===== src/rtl/hazard_sequencer_pkg.sv =====
// Purpose : shared constants and types for the 5-stage pipeline hazard controller.
// Latency : n/a (declarations only).
// Backpressure: n/a.
package hazard_sequencer_pkg;

  // Operand-forwarding select encodings driven to the E-stage ALU muxes.
  localparam logic [1:0] FWD_REG = 2'b00;  // value read from the register file
  localparam logic [1:0] FWD_W   = 2'b01;  // result being written back in W
  localparam logic [1:0] FWD_M   = 2'b10;  // ALU result sitting in M

  // Memory-wait FSM: RUN is normal flow, MEM_WAIT while a data access is pending.
  typedef enum logic [0:0] {
    RUN      = 1'b0,
    MEM_WAIT = 1'b1
  } state_t;

endpackage


===== src/rtl/hazard_fwd_sel.sv =====
// Purpose : forwarding select for one E-stage source operand (M beats W, x0 never forwarded).
// Latency : combinational, zero cycles.
// Backpressure: none; pure function of the shadow fields.
//
// Ports:
//   rs_e        source register of the instruction in E
//   rd_m/rd_w   destination registers of the instructions in M and W
//   regwrite_m/regwrite_w  those instructions write the register file
//   fwd_sel     FWD_REG / FWD_M / FWD_W
module hazard_fwd_sel
  import hazard_sequencer_pkg::*;
#(
  parameter int REG_ADDR_W = 5
) (
  input  logic [REG_ADDR_W-1:0] rs_e,
  input  logic [REG_ADDR_W-1:0] rd_m,
  input  logic                  regwrite_m,
  input  logic [REG_ADDR_W-1:0] rd_w,
  input  logic                  regwrite_w,
  output logic [1:0]            fwd_sel
);

  always_comb begin
    fwd_sel = FWD_REG;
    // M is the younger producer, so it must win over W.
    if (regwrite_m && (rd_m != '0) && (rd_m == rs_e)) begin
      fwd_sel = FWD_M;
    end else if (regwrite_w && (rd_w != '0) && (rd_w == rs_e)) begin
      fwd_sel = FWD_W;
    end
  end

endmodule


===== src/rtl/hazard_sequencer.sv =====
// Purpose : hazard controller for the F/D/E/M/W core: forwarding, load-use stall, branch flush, memory freeze.
// Latency : control outputs combinational (zero cycles); shadow state and counters update on the rising edge.
// Backpressure: dmem_ready low with a memory op in M freezes the whole pipeline, including this shadow copy.
//
// Ports:
//   clk, rst                      clock, asynchronous active-high reset
//   rs1_d, rs2_d, rd_d, regwrite_d, load_d, memop_d   decode-stage instruction fields
//   branch_taken_e, dmem_ready    E-stage branch resolution, M-stage memory completion
//   dmem_req, stall_*, flush_*, forward_*_e, mem_wait  pipeline control
//   stall_cnt, flush_cnt, wait_cnt  saturating performance counters
module hazard_sequencer
  import hazard_sequencer_pkg::*;
#(
  parameter int REG_ADDR_W = 5,
  parameter int CNT_W      = 32
) (
  input  logic                  clk,
  input  logic                  rst,
  input  logic [REG_ADDR_W-1:0] rs1_d,
  input  logic [REG_ADDR_W-1:0] rs2_d,
  input  logic [REG_ADDR_W-1:0] rd_d,
  input  logic                  regwrite_d,
  input  logic                  load_d,
  input  logic                  memop_d,
  input  logic                  branch_taken_e,
  input  logic                  dmem_ready,
  output logic                  dmem_req,
  output logic                  stall_f,
  output logic                  stall_d,
  output logic                  stall_e,
  output logic                  stall_m,
  output logic                  flush_d,
  output logic                  flush_e,
  output logic [1:0]            forward_a_e,
  output logic [1:0]            forward_b_e,
  output logic                  mem_wait,
  output logic [CNT_W-1:0]      stall_cnt,
  output logic [CNT_W-1:0]      flush_cnt,
  output logic [CNT_W-1:0]      wait_cnt
);

  typedef struct packed {
    logic [REG_ADDR_W-1:0] rs1;
    logic [REG_ADDR_W-1:0] rs2;
    logic [REG_ADDR_W-1:0] rd;
    logic                  regwrite;
    logic                  load;
    logic                  memop;
  } e_stage_t;

  typedef struct packed {
    logic [REG_ADDR_W-1:0] rd;
    logic                  regwrite;
    logic                  memop;
  } m_stage_t;

  // W only feeds forwarding; its memory access has already completed, so memop is not kept there.
  typedef struct packed {
    logic [REG_ADDR_W-1:0] rd;
    logic                  regwrite;
  } w_stage_t;

  e_stage_t e_q;
  m_stage_t m_q;
  w_stage_t w_q;
  state_t   state_q, state_d;

  logic freeze;
  logic lu;
  logic br;

  // Shadow state is already zero under reset; the branch input is the one raw
  // input that reaches the flush outputs, so it is masked to keep outputs quiet.
  assign br     = branch_taken_e & ~rst;
  assign freeze = m_q.memop & ~dmem_ready;
  assign lu     = e_q.load & (e_q.rd != '0) & ((e_q.rd == rs1_d) | (e_q.rd == rs2_d));

  assign dmem_req = m_q.memop;

  // Priority: freeze > branch > load-use.
  always_comb begin
    stall_f = 1'b0;
    stall_d = 1'b0;
    stall_e = 1'b0;
    stall_m = 1'b0;
    flush_d = 1'b0;
    flush_e = 1'b0;
    if (freeze) begin
      // E is held, so a taken branch there re-resolves once the freeze lifts.
      stall_f = 1'b1;
      stall_d = 1'b1;
      stall_e = 1'b1;
      stall_m = 1'b1;
    end else if (br) begin
      // The D instruction is discarded, so any load-use against it is moot.
      flush_d = 1'b1;
      flush_e = 1'b1;
    end else if (lu) begin
      stall_f = 1'b1;
      stall_d = 1'b1;
      flush_e = 1'b1;
    end
  end

  hazard_fwd_sel #(.REG_ADDR_W(REG_ADDR_W)) u_fwd_a (
    .rs_e       (e_q.rs1),
    .rd_m       (m_q.rd),
    .regwrite_m (m_q.regwrite),
    .rd_w       (w_q.rd),
    .regwrite_w (w_q.regwrite),
    .fwd_sel    (forward_a_e)
  );

  hazard_fwd_sel #(.REG_ADDR_W(REG_ADDR_W)) u_fwd_b (
    .rs_e       (e_q.rs2),
    .rd_m       (m_q.rd),
    .regwrite_m (m_q.regwrite),
    .rd_w       (w_q.rd),
    .regwrite_w (w_q.regwrite),
    .fwd_sel    (forward_b_e)
  );

  // Shadow pipeline mirrors the datapath registers, including holding on freeze.
  always_ff @(posedge clk or posedge rst) begin
    if (rst) begin
      e_q <= '0;
      m_q <= '0;
      w_q <= '0;
    end else if (!freeze) begin
      w_q <= '{rd: m_q.rd, regwrite: m_q.regwrite};
      m_q <= '{rd: e_q.rd, regwrite: e_q.regwrite, memop: e_q.memop};
      if (flush_e) begin
        e_q <= '0;
      end else begin
        e_q <= '{rs1: rs1_d, rs2: rs2_d, rd: rd_d,
                 regwrite: regwrite_d, load: load_d, memop: memop_d};
      end
    end
  end

  always_ff @(posedge clk or posedge rst) begin
    if (rst) begin
      state_q <= RUN;
    end else begin
      state_q <= state_d;
    end
  end

  always_comb begin
    state_d  = state_q;
    mem_wait = 1'b0;
    case (state_q)
      RUN: begin
        if (freeze) state_d = MEM_WAIT;
      end
      MEM_WAIT: begin
        mem_wait = 1'b1;
        if (dmem_ready) state_d = RUN;
      end
      default: state_d = RUN;
    endcase
  end

  // Counters saturate at all-ones rather than wrapping.
  always_ff @(posedge clk or posedge rst) begin
    if (rst) begin
      stall_cnt <= '0;
      flush_cnt <= '0;
      wait_cnt  <= '0;
    end else begin
      if (lu && !freeze && !br && (stall_cnt != '1)) stall_cnt <= stall_cnt + CNT_W'(1);
      if (br && !freeze && (flush_cnt != '1))        flush_cnt <= flush_cnt + CNT_W'(1);
      if (freeze && (wait_cnt != '1))                wait_cnt  <= wait_cnt + CNT_W'(1);
    end
  end

endmodule


===== config.mk =====
export PLATFORM = sky130hd
export DESIGN_NAME = hazard_sequencer
export DESIGN_NICKNAME = d
export VERILOG_FILES = /design/src/rtl/hazard_sequencer_pkg.sv /design/src/rtl/hazard_fwd_sel.sv /design/src/rtl/hazard_sequencer.sv
export SDC_FILE = /design/constraint.sdc
export NUM_CORES = 1
export LEC_CHECK = 0
export ABC_AREA = 1
export CAP_MARGIN = 20
export CORE_UTILIZATION = 30
export DETAILED_ROUTE_END_ITERATION = 12
export PLACE_DENSITY = 0.59
export SYNTH_ARGS = -nofsm -noshare
export SYNTH_HDL_FRONTEND = slang
export SYNTH_SLANG_ARGS = --single-unit

===== constraint.sdc =====
create_clock -name clk -period 18.1 [get_ports clk]
set_clock_uncertainty 0.1 [all_clocks]
set_input_delay 5.43 -clock clk [delete_from_list [all_inputs] [get_ports clk]]
set_output_delay 5.43 -clock clk [all_outputs]
set_load 0.1 [all_outputs]

**Word level (Yosys, flattened, before mapping)**

Cells that the tools add are included.

- Memories kept: 0
- Flip-flop bits (word level): 128
- Word-level logic and storage cells: 68
- Memory bits (read-only): 0
- Bits in latches: 0
- Output and inout port bits: 108
- Memory bits (writable): 0

- Bitwise logic cells: 8
- Add/subtract/negate cells: 3
- Reductions and logical operators: 17
- Multiplexer cells: 16
- Shift-type cells: 0
- Equality and inequality tests: 9
- Divide/modulo/power cells: 0
- $lt $le $gt $ge: 0
- Multipliers: 0

Operators by type and width:

| operator | number |
|---|---|
| $add 32x1->32 const B | 3 |
| $ne 32x32->1 const B | 3 |
| $eq 5x5->1 | 6 |
| $mux 18 | 1 |
| $reduce_bool 5->1 | 3 |
| $logic_and 1x1->1 | 12 |
| $mux 1 | 12 |
| $and 1x1->1 | 4 |
| $mux 2 | 2 |
| $not 1->1 | 3 |
| $logic_not 1->1 | 2 |
| $pmux 1 s2 | 1 |
| $or 1x1->1 | 1 |

**Longest topological paths before layout**

- Word-level depth: 7
- Depth in mapped cells: 11
- Mapped depth without buffers: 11

**Modules after synthesis**

A second synthesis with hierarchy kept.

- Cell total of the unflattened synthesis: 1171
- Area, all modules: 8087.8 sq um

By module, submodules not included:

| module | cells each | seq. area each (sq um) | instances | area each (sq um) |
|---|---|---|---|---|
| hazard_sequencer | 1071 | 3203.1 | 1 | 7659.8 |
| hazard_fwd_sel | 50 | 0.0 | 2 | 214.0 |

**Least setup slack after synthesis**

OpenSTA, ideal clock, no wires.

- Path type: input-to-output
- Start point: input port rst
- End point: output port flush_e
- Required time: 12.570 ns
- Arrival: 11.135 ns
- Cell stages on the path: 5
- Setup slack: 1.435 ns
- Cell sequence: inv_1 > nand2_1 > clkbuf_1 > clkbuf_1 > o21ai_0

- Word-level cells in the longest chain between the ends: 4

Ends and longest elaborated chain:

| element | RTL line | RTL |
|---|---|---|
| start, declared | hazard_sequencer.sv:18 | `input logic rst,` |
| $not 1->1 | hazard_sequencer.sv:74 | `assign br = branch_taken_e & ~rst;` |
| $and 1x1->1 | hazard_sequencer.sv:74 |  |
| $mux 1 | hazard_sequencer.sv:94 | `end else if (br) begin` |
| $mux 1 | hazard_sequencer.sv:88 | `if (freeze) begin` |
| end, declared | hazard_sequencer.sv:33 | `output logic flush_e,` |

Every way passes these cells.

**Worst setup path in the final report**

- Start point: input port rst
- End point: output port stall_f

- Word-level cells in the longest chain between the ends: 4

Ends and longest elaborated chain:

| element | RTL line | RTL |
|---|---|---|
| $not 1->1 | hazard_sequencer.sv:74 |  |
| $and 1x1->1 | hazard_sequencer.sv:74 |  |
| $mux 1 | hazard_sequencer.sv:94 |  |
| $mux 1 | hazard_sequencer.sv:88 |  |
| end, declared | hazard_sequencer.sv:28 | `output logic stall_f,` |

Every way passes these cells.

==> out/qor.txt <==
synthesized instance count = 1081
kind of path behind the tightest hold check = register to register
number of maximum-capacitance violations = 0
Cell Chain, Critical Path = clkdlybuf4s50_1 -> inv_6 -> nand2_1 -> buf_4 -> inv_1 -> o21ai_0 -> clkdlybuf4s50_1
post-synth top area share = 0.411
placed instance area = 0.00938 sq mm
Die Span Y = 163 um
initial drt markers = 454
pin count of the biggest net entering global routing = 66
shortest period the worst path allows = 14.05 ns
Setup Crit Path Kind = input port to primary output
number of distinct library cells after synthesis = 34
Routed Antenna Nets = 0
busiest metal layer after global routing = met2
final count of pins violating max slew = 0
source of the worst hold timing path = w_q[0]$_DFFE_PP0N_
Layout Utilization = 0.394
signal arrival time at the worst endpoint = 8.52 ns
total power density per cell area = 106 mW/mm^2
width of the die = 163 um
number of warnings reported in the yosys synthesis log = 0
worst-skew pair later-pin latency = 0.42 ns
total wirelength of the detailed-routed design = 21.7 mm
number of buffers created by CTS = 17
Setup crit start kind = input port
CTS clock-pin slew for the worst setup and hold paths = 0.05 ns
met1 track demand over resource = 0.234
clock tree from TritonCTS = built
cell accounting for the most synthesized area = sky130_fd_sc_hd__dfrtp_1
required time at the endpoint of the critical path = 12.57 ns
top-level I/O count = 130
total routing resource utilization after global routing = 0.171
static leakage power = 4.87 nW
met3 track demand over resource in global routing = 0.0353
number of synthesized register bits = 128
H-tree lvl count = 4
Post-CTS Setup Repair Bufs = 0
worst setup timing slack at the placement stage = 3.93 ns
final hold violation count = 0
core area = 0.0253 sq mm
Fmax achieved = 71.2 MHz
Post-Route Hold Slack = 0.382 ns
PnR Total Power = 1.06 mW
post-detailed-route DRC marker count = 0
worst-case headroom to the max-slew limit = 0.290
number of antenna violations at the first check in global routing = 0
Initial Util = 0.307
area enclosed by the die boundary = 0.0266 sq mm
post-layout instance count excluding filler cells = 1553
first-pass detailed-route iteration total = 5
maximum count of clock buffers along a single path = 2
sum of negative setup slack = 0 ns
post-route design area = 0.00999 sq mm
Worst Tran Pin Value = 1.06 ns
average detailed-routed wire length per instance = 14.0 um
global-route wire length before repair = 36.1 mm
status = finished, final reports clean
critical path's slowest cell = sky130_fd_sc_hd__clkdlybuf4s50_1
Period Utilization, post-route = 0.776
final setup violation count = 0
fraction of layout cells with a size suffix above 1 = 0.0589
Synth Area per Inst = 7.20 sq um
Area growth syn-to-layout = 28.3%
worst reg2reg path startpoint = stall_cnt[1]$_DFFE_PP0P_
I/O Buffers = 129
nets@finish = 1235
critical path's most frequent cell = sky130_fd_sc_hd__clkdlybuf4s50_1
clock root cell = sky130_fd_sc_hd__clkbuf_16
# clock sinks = 128
number of core rows = 58
timing startpoint of the critical path = rst
Critical path buffers and inverters = 5
count of placed standard cells including taps = 1521
Post-Syn Area = 0.00779 sq mm
final-layout fill cell count = 2621
detailed-route via count = 7295
Critical Path Max Stage Delay = 1.27 ns
hold bufs inserted after CTS = 0
grt ovf = 0
Worst path top cell family by delay = buffers and inverters
via count of the first global-routing pass = 7058
unrepaired setup endpoints after global routing = no
PostCTS Resize Cnt = 0
final weighted congestion of routability-driven global placement = 0.851
critical path capture point type = primary output
diode insertion count for antenna repair = 0
setup slack of the critical path after layout = 4.05 ns
net count after synthesis = 1106
Synth area leaders = sky130_fd_sc_hd__dfrtp_1, sky130_fd_sc_hd__nand2_1, sky130_fd_sc_hd__inv_1
maximum net fanout on the critical path = 65
worst vdd ir = 149 uV
Final HPWL DP = 15.8 mm
sequential area share after synthesis = 0.411
grt met2 use = 0.273
routed vias/inst = 4.70
[cell usage in the layout, fill, tap and decap left out, types with 5 or more instances in the layout]
cell type                         count
sky130_fd_sc_hd__buf_4                5
sky130_fd_sc_hd__clkbuf_16           17
sky130_fd_sc_hd__clkdlybuf4s50_1    129
sky130_fd_sc_hd__clkinv_4             5
sky130_fd_sc_hd__dfrtp_1            128
sky130_fd_sc_hd__inv_1              129
sky130_fd_sc_hd__nand2_1            347
sky130_fd_sc_hd__nand2_2             12
sky130_fd_sc_hd__nand3_1             81
sky130_fd_sc_hd__nand3b_1             6
sky130_fd_sc_hd__nand4_1             19
sky130_fd_sc_hd__nor2_1             107
sky130_fd_sc_hd__nor2_2              12
sky130_fd_sc_hd__nor3_1              34
sky130_fd_sc_hd__nor4_1               6
sky130_fd_sc_hd__o21ai_0             28
sky130_fd_sc_hd__o21ai_1             12
sky130_fd_sc_hd__o21bai_1            32
sky130_fd_sc_hd__o22ai_1              7
sky130_fd_sc_hd__xnor2_1             33
sky130_fd_sc_hd__xor2_1              40
[layout make-up]
type,count,area (sq um),share of cell area
inverters,134,513,0.0513
repair buffers,134,1330,0.133
well taps,330,413,0.0413
clock inverters,12,161,0.0162
multi-input cells,795,3930,0.393
flip-flops and latches,128,3200,0.321
clock buffers,20,447,0.0447
[state kept, by name (all words and copies together) (netlist names)]
| name | flops |
|---|---|
| w_q | 6 |
| e_q | 18 |
| state_q | 1 |
| dmem_req | 1 |
| wait_cnt | 32 |
| stall_cnt | 32 |
| flush_cnt | 32 |
| m_q | 6 |
[cell usage after synthesis (all sizes together)]
cell type	instances
nor3	35
o31ai	1
or2	1
nand2	361
buf	18
nor4	6
nand3b	6
o21bai	32
ha	3
nand3	83
inv	134
xor2	40
o21ai	40
a21bo	1
o22ai	7
clkbuf	6
nor3b	3
xnor2	33
dfrtp	128
nor2	120
and3	2
nand4	19
a21oi	2
[cell families after synthesis]
group,after synthesis,share of synthesized area
compound gates,83,0.0657
xor+xnor,73,0.0821
buf+inv,158,0.0848
simple gates,636,0.351
flops,128,0.411
fa+ha+maj,3,0.00482
[worst min-delay path, cell delays in order (launching register included)]
cell	delay [ns]
sky130_fd_sc_hd__dfrtp_1	0.34
sky130_fd_sc_hd__nand2_1	0.06
sky130_fd_sc_hd__nand2_1	0.05
[routing by layer]
| layer | vias up | part of all wire |
|---|---|---|
| met5 | - | 0 |
| met4 | 0 | 0.012 |
| met3 | 20 | 0.049 |
| met2 | 175 | 0.45 |
| met1 | 3427 | 0.49 |
| li1 | 3673 | - |
[report_power, final]
group | internal, mW | leakage, nW | total, mW | switching, mW
clock network | 0.221 | 0.286 | 0.359 | 0.138
logic | 0.0828 | 3.04 | 0.338 | 0.255
registers | 0.320 | 1.54 | 0.363 | 0.0436
total | 0.624 | 4.87 | 1.06 | 0.436
[final timing paths]
check	end	cells past startpoint	slack, ns
max in group asynchronous	stall_cnt[11]$_DFFE_PP0P_	3	11.26
hold / removal	w_q[0]$_DFFE_PP0N_	2	0.38
hold reg to reg	w_q[0]$_DFFE_PP0N_	2	0.38
setup reg to reg	stall_cnt[29]$_DFFE_PP0P_	9	15.72
setup / recovery	stall_f	7	4.05
min in group asynchronous	dmem_req$_DFFE_PP0N_	2	5.36
Note: power is estimated with default switching activity, not from simulation.
